[config.mk]
export PLATFORM = sky130hd
export DESIGN_NAME = cpu_job_host_flat
export DESIGN_NICKNAME = d
export VERILOG_FILES = /design/src/rtl/cpu_job_host_if.sv /design/src/rtl/cpu_job_host.sv /design/src/flat_wrapper.sv
export SDC_FILE = /design/constraint.sdc
export NUM_CORES = 1
export LEC_CHECK = 0
export ABC_CLOCK_PERIOD_IN_PS = 2700
export CAP_MARGIN = 25
export CELL_PAD_IN_SITES_DETAIL_PLACEMENT = 0
export CELL_PAD_IN_SITES_GLOBAL_PLACEMENT = 1
export CORE_ASPECT_RATIO = 1.25
export CORE_MARGIN = 2
export CORE_UTILIZATION = 35
export DETAILED_ROUTE_END_ITERATION = 12
export GPL_ROUTABILITY_DRIVEN = 0
export GPL_TIMING_DRIVEN = 0
export PLACE_DENSITY = 0.9
export REMOVE_ABC_BUFFERS = 1
export SYNTH_ARGS = -nofsm -noshare
export SYNTH_HDL_FRONTEND = slang
export SYNTH_SLANG_ARGS = --single-unit
export TNS_END_PERCENT = 50
[constraint.sdc]
create_clock -name clk -period 2.7 [get_ports clk]
set_input_delay 0.81 -clock clk [delete_from_list [all_inputs] [get_ports clk]]
set_output_delay 0.81 -clock clk [all_outputs]
set_load 0.03 [all_outputs]
[src/rtl/cpu_job_host_if.sv]
// Handshake and memory-port bundle between the job host and its surroundings.
// The slave modport is the host's view; the master modport is the view of
// whatever drives start/streams and models the core and memory.
interface cpu_job_host_if #(
    parameter int AW = 8
);
    // job control
    logic          start;
    logic          busy;
    logic          job_done;
    logic          timeout_err;
    // preload stream
    logic          ld_valid;
    logic [7:0]    ld_data;
    logic          ld_ready;
    // core control
    logic          core_reset;
    logic          core_req;
    logic          core_done;
    // data-memory host port and mux select
    logic          mem_sel;
    logic          mem_we;
    logic [AW-1:0] mem_addr;
    logic [7:0]    mem_wdata;
    logic [7:0]    mem_rdata;
    // result stream
    logic          res_valid;
    logic [7:0]    res_data;
    logic          res_ready;

    modport slave (
        input  start, ld_valid, ld_data, core_done, mem_rdata, res_ready,
        output busy, job_done, timeout_err, ld_ready, core_reset, core_req,
               mem_sel, mem_we, mem_addr, mem_wdata, res_valid, res_data
    );

    modport master (
        output start, ld_valid, ld_data, core_done, mem_rdata, res_ready,
        input  busy, job_done, timeout_err, ld_ready, core_reset, core_req,
               mem_sel, mem_we, mem_addr, mem_wdata, res_valid, res_data
    );
endinterface

[src/rtl/cpu_job_host.sv]
// Host-side job initiator: preloads operands into the core's data memory
// while the core is held in reset, releases the core and pulses core_req,
// waits for core_done under a cycle timeout, then streams result bytes out.
module cpu_job_host #(
    parameter int AW          = 8,
    parameter int LOAD_BASE   = 0,
    parameter int LOAD_LEN    = 64,
    parameter int RESULT_BASE = 64,
    parameter int RESULT_LEN  = 16,
    parameter int TIMEOUT     = 4096
) (
    input  logic             clk,
    input  logic             reset,
    cpu_job_host_if.slave    bus
);
    // Beat counter is shared by preload and unload; it only needs to reach
    // the larger length minus one.
    localparam int MAX_LEN = (LOAD_LEN > RESULT_LEN) ? LOAD_LEN : RESULT_LEN;
    localparam int CNT_W   = (MAX_LEN < 2) ? 1 : $clog2(MAX_LEN);
    localparam int TW      = $clog2(TIMEOUT + 1);

    localparam logic [CNT_W-1:0] LOAD_LAST   = CNT_W'((LOAD_LEN > 0) ? LOAD_LEN - 1 : 0);
    localparam logic [CNT_W-1:0] RESULT_LAST = CNT_W'((RESULT_LEN > 0) ? RESULT_LEN - 1 : 0);
    localparam logic [TW-1:0]    RUN_LAST    = TW'(TIMEOUT - 1);
    localparam logic [TW-1:0]    RUN_SAT     = TW'(TIMEOUT);
    localparam logic [AW-1:0]    LOAD_BASE_A = AW'(LOAD_BASE);
    localparam logic [AW-1:0]    RES_BASE_A  = AW'(RESULT_BASE);

    typedef enum logic [2:0] {
        S_IDLE,
        S_LOAD,
        S_RUN,
        S_UNLOAD,
        S_FINISH
    } state_t;

    state_t           state_reg;
    logic [CNT_W-1:0] cnt_reg;
    logic [TW-1:0]    run_cnt_reg;
    logic             fetch_reg;      // mem_rdata holds the byte for cnt_reg this cycle
    logic             res_valid_reg;
    logic [7:0]       res_data_reg;
    logic             timeout_err_reg;

    logic [AW-1:0]    load_addr;
    logic [AW-1:0]    res_addr;

    // Job sequencing: state, beat/cycle counters, result register and error flag
    always_ff @(posedge clk) begin
        if (reset) begin
            state_reg       <= S_IDLE;
            cnt_reg         <= '0;
            run_cnt_reg     <= '0;
            fetch_reg       <= 1'b0;
            res_valid_reg   <= 1'b0;
            res_data_reg    <= 8'h00;
            timeout_err_reg <= 1'b0;
        end else begin
            case (state_reg)
                S_IDLE: begin
                    if (bus.start) begin
                        timeout_err_reg <= 1'b0;
                        cnt_reg         <= '0;
                        run_cnt_reg     <= '0;
                        state_reg       <= (LOAD_LEN == 0) ? S_RUN : S_LOAD;
                    end
                end
                S_LOAD: begin
                    if (bus.ld_valid) begin
                        if (cnt_reg == LOAD_LAST) begin
                            cnt_reg     <= '0;
                            run_cnt_reg <= '0;
                            state_reg   <= S_RUN;
                        end else begin
                            cnt_reg <= cnt_reg + 1'b1;
                        end
                    end
                end
                S_RUN: begin
                    if (run_cnt_reg != RUN_SAT) begin
                        run_cnt_reg <= run_cnt_reg + 1'b1;
                    end
                    // completion wins over a timeout detected in the same cycle
                    if (bus.core_done) begin
                        cnt_reg       <= '0;
                        fetch_reg     <= 1'b0;
                        res_valid_reg <= 1'b0;
                        state_reg     <= (RESULT_LEN == 0) ? S_FINISH : S_UNLOAD;
                    end else if (run_cnt_reg == RUN_LAST) begin
                        timeout_err_reg <= 1'b1;
                        state_reg       <= S_FINISH;
                    end
                end
                S_UNLOAD: begin
                    if (res_valid_reg) begin
                        // the next address was already presented while waiting
                        // for acceptance, so its data arrives next cycle
                        if (bus.res_ready) begin
                            res_valid_reg <= 1'b0;
                            if (cnt_reg == RESULT_LAST) begin
                                state_reg <= S_FINISH;
                            end else begin
                                cnt_reg   <= cnt_reg + 1'b1;
                                fetch_reg <= 1'b1;
                            end
                        end
                    end else if (fetch_reg) begin
                        res_data_reg  <= bus.mem_rdata;
                        res_valid_reg <= 1'b1;
                        fetch_reg     <= 1'b0;
                    end else begin
                        fetch_reg <= 1'b1;
                    end
                end
                S_FINISH: begin
                    state_reg <= S_IDLE;
                end
                default: begin
                    state_reg <= S_IDLE;
                end
            endcase
        end
    end

    // Address generation; both bases wrap modulo 2^AW. During unload the
    // address runs one ahead while a byte is on offer to overlap the read.
    assign load_addr = LOAD_BASE_A + AW'(cnt_reg);
    assign res_addr  = RES_BASE_A + AW'(cnt_reg) + AW'(res_valid_reg);

    assign bus.ld_ready    = (state_reg == S_LOAD);
    assign bus.core_reset  = (state_reg != S_RUN);
    assign bus.mem_sel     = (state_reg != S_RUN);
    assign bus.core_req    = (state_reg == S_RUN) && (run_cnt_reg == '0);
    assign bus.mem_we      = (state_reg == S_LOAD) && bus.ld_valid;
    assign bus.mem_addr    = (state_reg == S_LOAD) ? load_addr : res_addr;
    assign bus.mem_wdata   = bus.ld_data;
    assign bus.res_valid   = res_valid_reg;
    assign bus.res_data    = res_data_reg;
    assign bus.busy        = (state_reg != S_IDLE);
    assign bus.job_done    = (state_reg == S_FINISH);
    assign bus.timeout_err = timeout_err_reg;

endmodule

[src/flat_wrapper.sv]
// flat-port wrapper written by rule: the top's interface ports become plain ports
module cpu_job_host_flat 
#(
    parameter int AW          = 8,
    parameter int LOAD_BASE   = 0,
    parameter int LOAD_LEN    = 64,
    parameter int RESULT_BASE = 64,
    parameter int RESULT_LEN  = 16,
    parameter int TIMEOUT     = 4096
)
  (clk, reset, bus_start, bus_ld_valid, bus_ld_data, bus_core_done, bus_mem_rdata, bus_res_ready, bus_busy, bus_job_done, bus_timeout_err, bus_ld_ready, bus_core_reset, bus_core_req, bus_mem_sel, bus_mem_we, bus_mem_addr, bus_mem_wdata, bus_res_valid, bus_res_data);
  cpu_job_host_if #(.AW(AW)) bus_i ();
  input  logic clk;
  input  logic reset;
  input wire logic [$bits(bus_i.start)-1:0] bus_start;
  input wire logic [$bits(bus_i.ld_valid)-1:0] bus_ld_valid;
  input wire logic [$bits(bus_i.ld_data)-1:0] bus_ld_data;
  input wire logic [$bits(bus_i.core_done)-1:0] bus_core_done;
  input wire logic [$bits(bus_i.mem_rdata)-1:0] bus_mem_rdata;
  input wire logic [$bits(bus_i.res_ready)-1:0] bus_res_ready;
  output wire logic [$bits(bus_i.busy)-1:0] bus_busy;
  output wire logic [$bits(bus_i.job_done)-1:0] bus_job_done;
  output wire logic [$bits(bus_i.timeout_err)-1:0] bus_timeout_err;
  output wire logic [$bits(bus_i.ld_ready)-1:0] bus_ld_ready;
  output wire logic [$bits(bus_i.core_reset)-1:0] bus_core_reset;
  output wire logic [$bits(bus_i.core_req)-1:0] bus_core_req;
  output wire logic [$bits(bus_i.mem_sel)-1:0] bus_mem_sel;
  output wire logic [$bits(bus_i.mem_we)-1:0] bus_mem_we;
  output wire logic [$bits(bus_i.mem_addr)-1:0] bus_mem_addr;
  output wire logic [$bits(bus_i.mem_wdata)-1:0] bus_mem_wdata;
  output wire logic [$bits(bus_i.res_valid)-1:0] bus_res_valid;
  output wire logic [$bits(bus_i.res_data)-1:0] bus_res_data;
  assign bus_i.start = bus_start;
  assign bus_i.ld_valid = bus_ld_valid;
  assign bus_i.ld_data = bus_ld_data;
  assign bus_i.core_done = bus_core_done;
  assign bus_i.mem_rdata = bus_mem_rdata;
  assign bus_i.res_ready = bus_res_ready;
  assign bus_busy = bus_i.busy;
  assign bus_job_done = bus_i.job_done;
  assign bus_timeout_err = bus_i.timeout_err;
  assign bus_ld_ready = bus_i.ld_ready;
  assign bus_core_reset = bus_i.core_reset;
  assign bus_core_req = bus_i.core_req;
  assign bus_mem_sel = bus_i.mem_sel;
  assign bus_mem_we = bus_i.mem_we;
  assign bus_mem_addr = bus_i.mem_addr;
  assign bus_mem_wdata = bus_i.mem_wdata;
  assign bus_res_valid = bus_i.res_valid;
  assign bus_res_data = bus_i.res_data;
  cpu_job_host #(.AW(AW), .LOAD_BASE(LOAD_BASE), .LOAD_LEN(LOAD_LEN), .RESULT_BASE(RESULT_BASE), .RESULT_LEN(RESULT_LEN), .TIMEOUT(TIMEOUT)) u_core (.clk(clk), .reset(reset), .bus(bus_i));
endmodule
==> flow_summary_export.csv <==
group,metric,value,unit
outcome,outcome,"complete, no violations",
grt,grt-ovfl-total,0,
timing,final_max_slew_viol_count,0,
worst_setup_path,crit_type,"reg -> out",
timing,timing.final.ws_setup,70.96,ps
route,vias_per_cell,5.462,
logic_synthesis,yosysWarnings,0,
timing,min_period_over_period,97.37,%
floorplan,start_util,35.96,%
floorplan,die-height,89.87,µm
grt,grt_max_degree,22,
grt,grt_usage,15.17,%
route,detail-route-antenna-nets,0,
finish,largest_reg_flops,13,
timing,tightest_slew,594.2,ps
worst_setup_path,crit_arrival,1820,ps
timing,fmax,380.4,MHz
power_and_ir_drop,leakage,0.9177,nW
logic_synthesis,synth_edf_count,0,
logic_synthesis,ys_seq_area_share,32.00,%
route,avgRoutedWirePerCell,13.86,µm
logic_synthesis,synth_top_area_share,32.00,%
logic_synthesis,synth_cells,254,
placement,dpl_cell_area,2381,µm²
finish,area_growth,22.79,%
timing,relSlewSlack,60.03,%
timing,hold_viol,0,
finish,layout-drive-gt1-share,16.07,%
power_and_ir_drop,powerDensity,473.7,nW/µm²
finish,nets,306,
finish,final_common_cell,"dfxtp_1",
logic_synthesis,synth_top_flop_cell,"dfxtp_1",
clock_tree,clockBufferDepth,2,
logic_synthesis,syn_area_per_cell,8.128,µm²
hold_path,holdPathStages,2,
flow_run,maxCapViolations,0,
worst_setup_path,worstRegToRegCells,6,
logic_synthesis,ys_ff_latch,33,
placement,pre_cts_ws,-670.0,ps
timing,min_period,2629,ps
finish,diodes,0,
floorplan,fp.dieW,72.70,µm
timing,whs,491.7,ps
finish,final_util,44.16,%
clock_tree,clkTransAtPathRegs,70,ps
route,drt-total-wl,4796,µm
floorplan,core_area,5741,µm²
clock_tree,cts.sinks,33,
grt,grt_util_met3,3.812,%
route,drc,0,
floorplan,rows,31,
logic_synthesis,syn_area,2064,µm²
worst_setup_path,crit_required,1890,ps
clock_tree,cts_tree,"built",
power_and_ir_drop,total_power,1.201,mW
finish,fillCellCount,588,
clock_tree,cts_buffers,5,
placement,portBuffers,38,
timing,rsz0062_at_grt,"no",
grt,grt_pass1_wl,8183,µm
route,vias,1890,
finish,multiInputGateArea,1219,µm²
finish,regArea,671.9,µm²
logic_synthesis,async_flop_share,0,%
power_and_ir_drop,ir_drop,213.4,µV
floorplan,io_pins,55,
grt,met1_usage,18.12,%
finish,fin_area,2535,µm²
worst_setup_path,critPathMaxFanout,12,
logic_synthesis,synth_area_leaders,"dfxtp_1 32%, mux2i_1 5.3%, buf_4 4.4%, nand2_1 4.0%, a21oi_1 3.9%",
worst_setup_path,cp-start-kind,"flop",
clock_tree,htreeDepth,2,
grt,top_usage_layer,"met2",
hold_path,hold_path.class,"reg -> reg",
placement,dp_hpwl,3311,µm
timing,setup_violations,0,
logic_synthesis,yosys.area.top_type,"dfxtp_1",
grt,first_global_vias,1825,
grt,antenna_found_initial,0,
clock_tree,root_buffer,"clkbuf_8",
floorplan,dieArea,6533,µm²
finish,layout_common_cells,"28 x dfxtp_1, 25 x clkdlybuf4s50_1, 22 x nand2_1, 21 x nor2_1, 16 x a21oi_1",
grt,grt.met2_usage,24.92,%
route,dr.first_iter.drc_count,81,
clock_tree,clock_latency,290,ps
worst_setup_path,cp-end-kind,"output port",
timing,final.setup_skew,7.596,ps
route,drt-pass1-iter-count,4,
logic_synthesis,synth_cell_types,59,
cell usage after synthesis, types with 2 or more instances:
library cell,count
nor3_1,9
nand3b_1,2
a311oi_1,2
clkbuf_8,2
a211oi_1,3
buf_4,12
and2_1,5
and3_1,3
ha_1,5
nor2b_1,3
or3_2,2
nor3b_1,2
o21ai_0,11
xor2_1,4
nand4_1,5
xnor2_1,3
nand2b_1,4
o21a_1,2
mux2i_1,11
a41oi_1,3
a21oi_1,16
a31oi_1,5
inv_1,12
buf_2,2
nor2_1,21
dfxtp_1,33
or3_1,2
nand2_1,22
nand3_1,13
clkbuf_1,6
where the power goes:
part / internal [mW] / switching [mW] / leakage, nW
Sequential: 0.500 / 0.0265 / 0.269
Combinational: 0.126 / 0.177 / 0.605
Clock: 0.178 / 0.194 / 0.0439
Total: 0.804 / 0.397 / 0.918
critical path, cell delays in order (launching register included):
cell and delay [ps]:
dfxtp_4 400, or3_2 530, clkdlybuf4s50_1 610
final timing paths:
path                                       startpoint  slack [ps]               endpoint
worst max register to register      u_core.cnt_reg[1]         570  u_core.run_cnt_reg[4]
worst min register to register  u_core.run_cnt_reg[0]         490  u_core.run_cnt_reg[0]
worst max-delay path              u_core.state_reg[2]          70               bus_busy
worst min-delay path            u_core.run_cnt_reg[0]         490  u_core.run_cnt_reg[0]
cell type report:
type / count / share of cell area (%)
Multi-Input combinational cell: 184 / 48.08
Inverter: 12 / 1.925
Timing Repair Buffer: 43 / 16.83
Clock buffer: 5 / 2.715
Sequential cell: 33 / 26.51
Tap cell: 66 / 3.258
Clock inverter: 3 / 0.6910
kinds of logic after synthesis:
kind of cell,share of synthesized area (%)
AND/OR/NAND/NOR,27.45
AO/OA/AOI/OAI,18.61
buffers and inverters,10.61
flip-flops,32.00
multiplexers,5.334
XOR/XNOR,2.970
adder cells (fa/ha/maj),3.030
what timing repair did:
item | CTS | global route
hold buffers | 0 | 0
gates resized for setup | 39 | 10
endpoints found under the hold margin | 0 | 0
endpoints found under the setup margin | 14 | 3
setup buffers | 2 | 2
metrics by stage:
step                      setup TNS (ps)  cells
after global placement             -4648    333
after floorplan                   -311.2    229
after CTS                         -42.74    344
after global routing                   0    346
final                                  0    346
after detailed placement           -4823    334
layer usage:
| layer | vias to the layer above | wire length [µm] |
|---|---|---|
| met3 | 9 | 262 |
| met1 | 866 | 2111 |
| met2 | 64 | 2332 |
| li1 | 951 | - |
| met5 | - | 0 |
| met4 | 0 | 90 |
Note: power is estimated with default switching activity, not from simulation.
==> RTL change 1, RTL diff (config.mk and constraints unchanged) <==
`RESULT_LEN` is set to 16 in 2 places; all go to 32.
--- a/src/rtl/cpu_job_host.sv
+++ b/src/rtl/cpu_job_host.sv
@@ -6,7 +6,7 @@
     parameter int LOAD_BASE   = 0,
     parameter int LOAD_LEN    = 64,
     parameter int RESULT_BASE = 64,
-    parameter int RESULT_LEN  = 16,
+    parameter int RESULT_LEN  = 32,
     parameter int TIMEOUT     = 4096
 ) (
     input  logic             clk,
--- a/src/flat_wrapper.sv
+++ b/src/flat_wrapper.sv
@@ -5,7 +5,7 @@
     parameter int LOAD_BASE   = 0,
     parameter int LOAD_LEN    = 64,
     parameter int RESULT_BASE = 64,
-    parameter int RESULT_LEN  = 16,
+    parameter int RESULT_LEN  = 32,
     parameter int TIMEOUT     = 4096
 )
   (clk, reset, bus_start, bus_ld_valid, bus_ld_data, bus_core_done, bus_mem_rdata, bus_res_ready, bus_busy, bus_job_done, bus_timeout_err, bus_ld_ready, bus_core_reset, bus_core_req, bus_mem_sel, bus_mem_we, bus_mem_addr, bus_mem_wdata, bus_res_valid, bus_res_data);
Behaviour: no difference found for any inputs over 10 cycles, from zero or initial values and one cycle with reset high; that may be too few to reach the edited logic, so the function may still have changed.
==> RTL change 1 against the original RTL <==
- cell area is 4.1% lower
- combinational power decreased by 14%
- power decreased by 4.5%
- first-iteration DRC count grew 4.9%
- sequential cell count unchanged
- area after synthesis down 5.2%
- core utilization up 0.82 points
- routed wire length shrank 2.6%
- setup slack got worse by 0.017 ns
- register-to-register slack lost 0.06 ns
- critical path type is now in -> out
- critical endpoint is now bus_mem_we
==> RTL change 1: results (changes against the original RTL) <==
ranking of synthesized cells by area dfxtp_1 (34%), nand2_1 (4.6%), nor2_1 (4.4%) (was dfxtp_1 (32%), mux2i_1 (5.3%), buf_4 (4.4%)); Avg Inst Size Synth 7.86 um^2 (was 8.13 um^2); fill count 557 (was 588); grt met2 use 26.5% (was 24.9%); Synth cell types 49 (was 59); status finished clean (unchanged); grt met1 use 19.0% (was 18.1%); router iterations before antenna repair 4 (unchanged); Worst R2R End u_core.run_cnt_reg[11] (was u_core.run_cnt_reg[4]); Detail Route met2 WL 2.25 mm (was 2.33 mm); wirelength, routed 4.67 mm (was 4.80 mm); net switching power figure 369 uW (was 397 uW); Seq/Total Area, Yosys 33.8% (was 32.0%); sequential power share 45.1% (was 43.9%); total track usage 15.6% (was 15.2%); vias in the first global route 1,689 (was 1,825); clock group share of total power 32.2% (was 31.0%); largest net degree at the start of global routing 26 (was 22); proportion of layout cells with a drive suffix above 1 10.9% (was 16.1%); crit path to bus_mem_we (was bus_busy); Setup WS post-layout 0.0540 ns (was 0.0710 ns); DR WL met3 233 um (was 262 um); Worst Tran Pin Value 0.616 ns (was 0.594 ns); Clock Skews 0.00187 ns (was 0.00760 ns); worst ir drop on vdd 272 uV (was 213 uV); DP Wirelength 3.32 mm (was 3.31 mm); Worst Setup SP bus_ld_valid (was u_core.state_reg[2]); Place WS -0.943 ns (was -0.670 ns); Max Used Layer met4 (unchanged); Placed Cells 330 (was 334); Final #Nets 302 (was 306); synth cell count leaders dfxtp_1 (33), nand2_1 (24), nor2_1 (23) (was dfxtp_1 (33), nand2_1 (22), nor2_1 (21)); first-pass GRT wire length 7.85 mm (was 8.18 mm); DRT met1 WL 2.12 mm (was 2.11 mm); Vias 1,875 (was 1,890); PD cells 472 mW/mm^2 (was 474 mW/mm^2); dpl cell area 0.00231 mm^2 (was 0.00238 mm^2); worst-path maximum fanout 3 (was 12); Initial DRC Count 85 (was 81); leak pwr 0.827 nW (was 0.918 nW); met3 usage 4.72% (was 3.81%); R2R setup slack 0.51 ns (was 0.57 ns)
[RTL change 1: critical path, stage by stage]
cell and delay, ns:
clkdlybuf4s50_1 0.51, and2_1 0.13, dlygate4sd2_1 0.39
[RTL change 1: cell type report]
| class | instances | area (um^2) | area share, % |
|---|---|---|---|
| Inverter | 13 | 48.8 | 2.01 |
| Multi-Input combinational cell | 181 | 1140 | 47.0 |
| Clock inverter | 3 | 17.5 | 0.721 |
| Clock buffer | 5 | 68.8 | 2.83 |
| Timing Repair Buffer | 41 | 408 | 16.8 |
| Sequential cell | 33 | 666 | 27.4 |
| Tap cell | 64 | 80.1 | 3.29 |
[RTL change 1: how the worst min path moves through the flow]
stage | start | to | slack (ns) | depth (start not counted)
global route | u_core.fetch_reg | u_core.fetch_reg | 0.52 | 2
global placement | u_core.bus.res_data[1] | u_core.bus.res_data[1] | 0.47 | 2
detailed placement | u_core.bus.res_data[1] | u_core.bus.res_data[1] | 0.48 | 2
CTS | u_core.bus.res_data[1] | u_core.bus.res_data[1] | 0.50 | 2
finish | u_core.bus.res_data[1] | u_core.bus.res_data[1] | 0.49 | 2
floorplan | u_core.run_cnt_reg[6] | u_core.run_cnt_reg[6] | 0.47 | 1
[RTL change 1: logic make-up (layout without fill, tap and decap cells)]
| logic type | Yosys count | after routing | synth area share (%) |
|---|---|---|---|
| compound gates | 55 | 55 | 18.8 |
| xor+xnor | 4 | 4 | 1.79 |
| fa+ha+maj | 5 | 5 | 3.20 |
| buf+inv | 35 | 62 | 9.14 |
| flops | 33 | 33 | 33.8 |
| mux | 11 | 11 | 5.82 |
| simple gates | 106 | 106 | 27.5 |
[RTL change 1: what timing repair did]
action,4_1_cts,5_1_grt
setup endpoints to repair,14,10
gates resized for setup,24,12
setup buffers,1,1
cloned,0,0
==> RTL change 2, RTL diff (config.mk and constraints unchanged) <==
Made on the original files. One comparison of `cnt_reg` changes from == to >=.
--- a/src/rtl/cpu_job_host.sv
+++ b/src/rtl/cpu_job_host.sv
@@ -97,7 +97,7 @@
                         // for acceptance, so its data arrives next cycle
                         if (bus.res_ready) begin
                             res_valid_reg <= 1'b0;
-                            if (cnt_reg == RESULT_LAST) begin
+                            if (cnt_reg >= RESULT_LAST) begin
                                 state_reg <= S_FINISH;
                             end else begin
                                 cnt_reg   <= cnt_reg + 1'b1;
Function: no difference found for any inputs over 10 cycles, from zero or initial values and one cycle with reset high; that may be too few to reach the edited logic, so the function may still have changed.
==> RTL change 2 against the original RTL <==
- power down 15%
- sequential cell count unchanged
- cell area fell by 3.9%
- routed wire length shrank 4.6%
- combinational power fell by 50%
- die area decreased by 3.5%
- area after synthesis down 3.6%
- synthesized cell count is 5.1% lower
- critical path depth up 3
- first-iteration DRC count up 12%
- global-route usage down 0.25 points
- clock skew is essentially flat
- setup slack better by 0.026 ns
- largest power group unchanged
==> RTL change 2: results (changes against the original RTL) <==
Initial DRC Count 91 (was 81); Vias 1,800 (was 1,890); CP max-delay cell dfxtp_2 (was clkdlybuf4s50_1); compound-gate portion of the synthesized area 16.7% (was 18.6%); Mapped Cells 241 (was 254); Seq area share 27.6% (was 26.5%); largest net degree at the start of global routing 24 (was 22); hold path start u_core.bus.res_data[4] (was u_core.run_cnt_reg[0]); Fin Hold WS 0.490 ns (was 0.492 ns); Worst Hold Endpoint u_core.bus.res_data[4] (was u_core.run_cnt_reg[0]); dpl cell area 0.00232 mm^2 (was 0.00238 mm^2); routed length per placed instance 13.7 um (was 13.9 um); final std cells w/o fill 333 (was 346); R2R setup slack 0.67 ns (was 0.57 ns); Crit path arrival time 1.79 ns (was 1.82 ns); slowest cell delay on critical path 0.38 ns (was 0.61 ns); Synth Area in XOR/XNOR 5.28% (was 2.97%); multi-input gates 176 (was 184); leak pwr 0.877 nW (was 0.918 nW); clk tree area frac 3.55% (was 3.41%); status finished clean (unchanged); non-clock buffer count in the final layout 40 (was 43); total track usage 14.9% (was 15.2%); vias in the first global route 1,642 (was 1,825); Die X 71.4 um (was 72.7 um); proportion of layout cells with a drive suffix above 1 14.1% (was 16.1%); synth cell count leaders dfxtp_1 (33), nor2_1 (30), nand2_1 (20) (was dfxtp_1 (33), nand2_1 (22), nor2_1 (21)); crit path to bus_mem_addr[1] (was bus_busy); first-pass GRT wire length 7.66 mm (was 8.18 mm); worst-path maximum fanout 7 (was 12); Placed Cells 323 (was 334); Final #Nets 295 (was 306); Synth Warn # 0 (unchanged); Worst R2R Path Depth 4 (was 6); area of the multi-input gates 0.00118 mm^2 (was 0.00122 mm^2); Clock Skews 0.00720 ns (was 0.00760 ns); ranking of synthesized cells by area dfxtp_1 (33%), nor2_1 (5.7%), mux2i_1 (5.0%) (was dfxtp_1 (32%), mux2i_1 (5.3%), buf_4 (4.4%)); Setup WS post-layout 0.0970 ns (was 0.0710 ns); Hold Path Depth 2 (unchanged); Place WS -0.367 ns (was -0.670 ns); Reg clk slew, reported paths 0.07 ns (about the same); multiplexer share of the synthesized area 6.16% (was 5.33%); Synth cell types 57 (was 59); worst ir drop on vdd 251 uV (was 213 uV); Slew headroom 35.6% (was 60.0%); Crit path max-delay family buffers and inverters (unchanged); Layout Utilization 44.7% (was 44.2%); DP Wirelength 3.23 mm (was 3.31 mm); Worst R2R End u_core.run_cnt_reg[6] (was u_core.run_cnt_reg[4]); adder-cell area share of the yosys netlist 3.14% (was 3.03%); Sw Ratio 28.1% (was 33.0%); Seq/Total Area, Yosys 33.2% (was 32.0%); fill count 537 (was 588); initial antenna violation count 0 (unchanged); signal buffers share of area 15.4% (was 16.8%); ys flop type dfxtp_1 (unchanged)
[RTL change 2: changes by cell type in the layout (fill, tap and decap cells not counted), sizes merged, moves of 5 or more]
cell   delta
nor2     +10
a21oi     -7
and2      -5
xor2      +5
[RTL change 2: timing repair]
item	CTS	global route
gates resized for setup	24	15
setup endpoints to repair	14	13
setup buffers	2	0
[RTL change 2: power groups by stage]
stage | Combinational [mW] | Clock, mW | Sequential (mW)
detailed placement | 0.153 | 0 | 0.518
global placement | 0.152 | 0 | 0.518
floorplan | 0.0890 | 0 | 0.516
global route | 0.167 | 0.400 | 0.510
finish | 0.152 | 0.361 | 0.509
CTS | 0.155 | 0.376 | 0.508
[RTL change 2: layer usage]
| layer | routed length, um | GRT usage (%) |
|---|---|---|
| met2 | 2290 | 26.0 |
| met5 | 0 | 0 |
| met1 | 2010 | 18.4 |
| met3 | 240 | 3.87 |
| met4 | 34 | 3.60 |
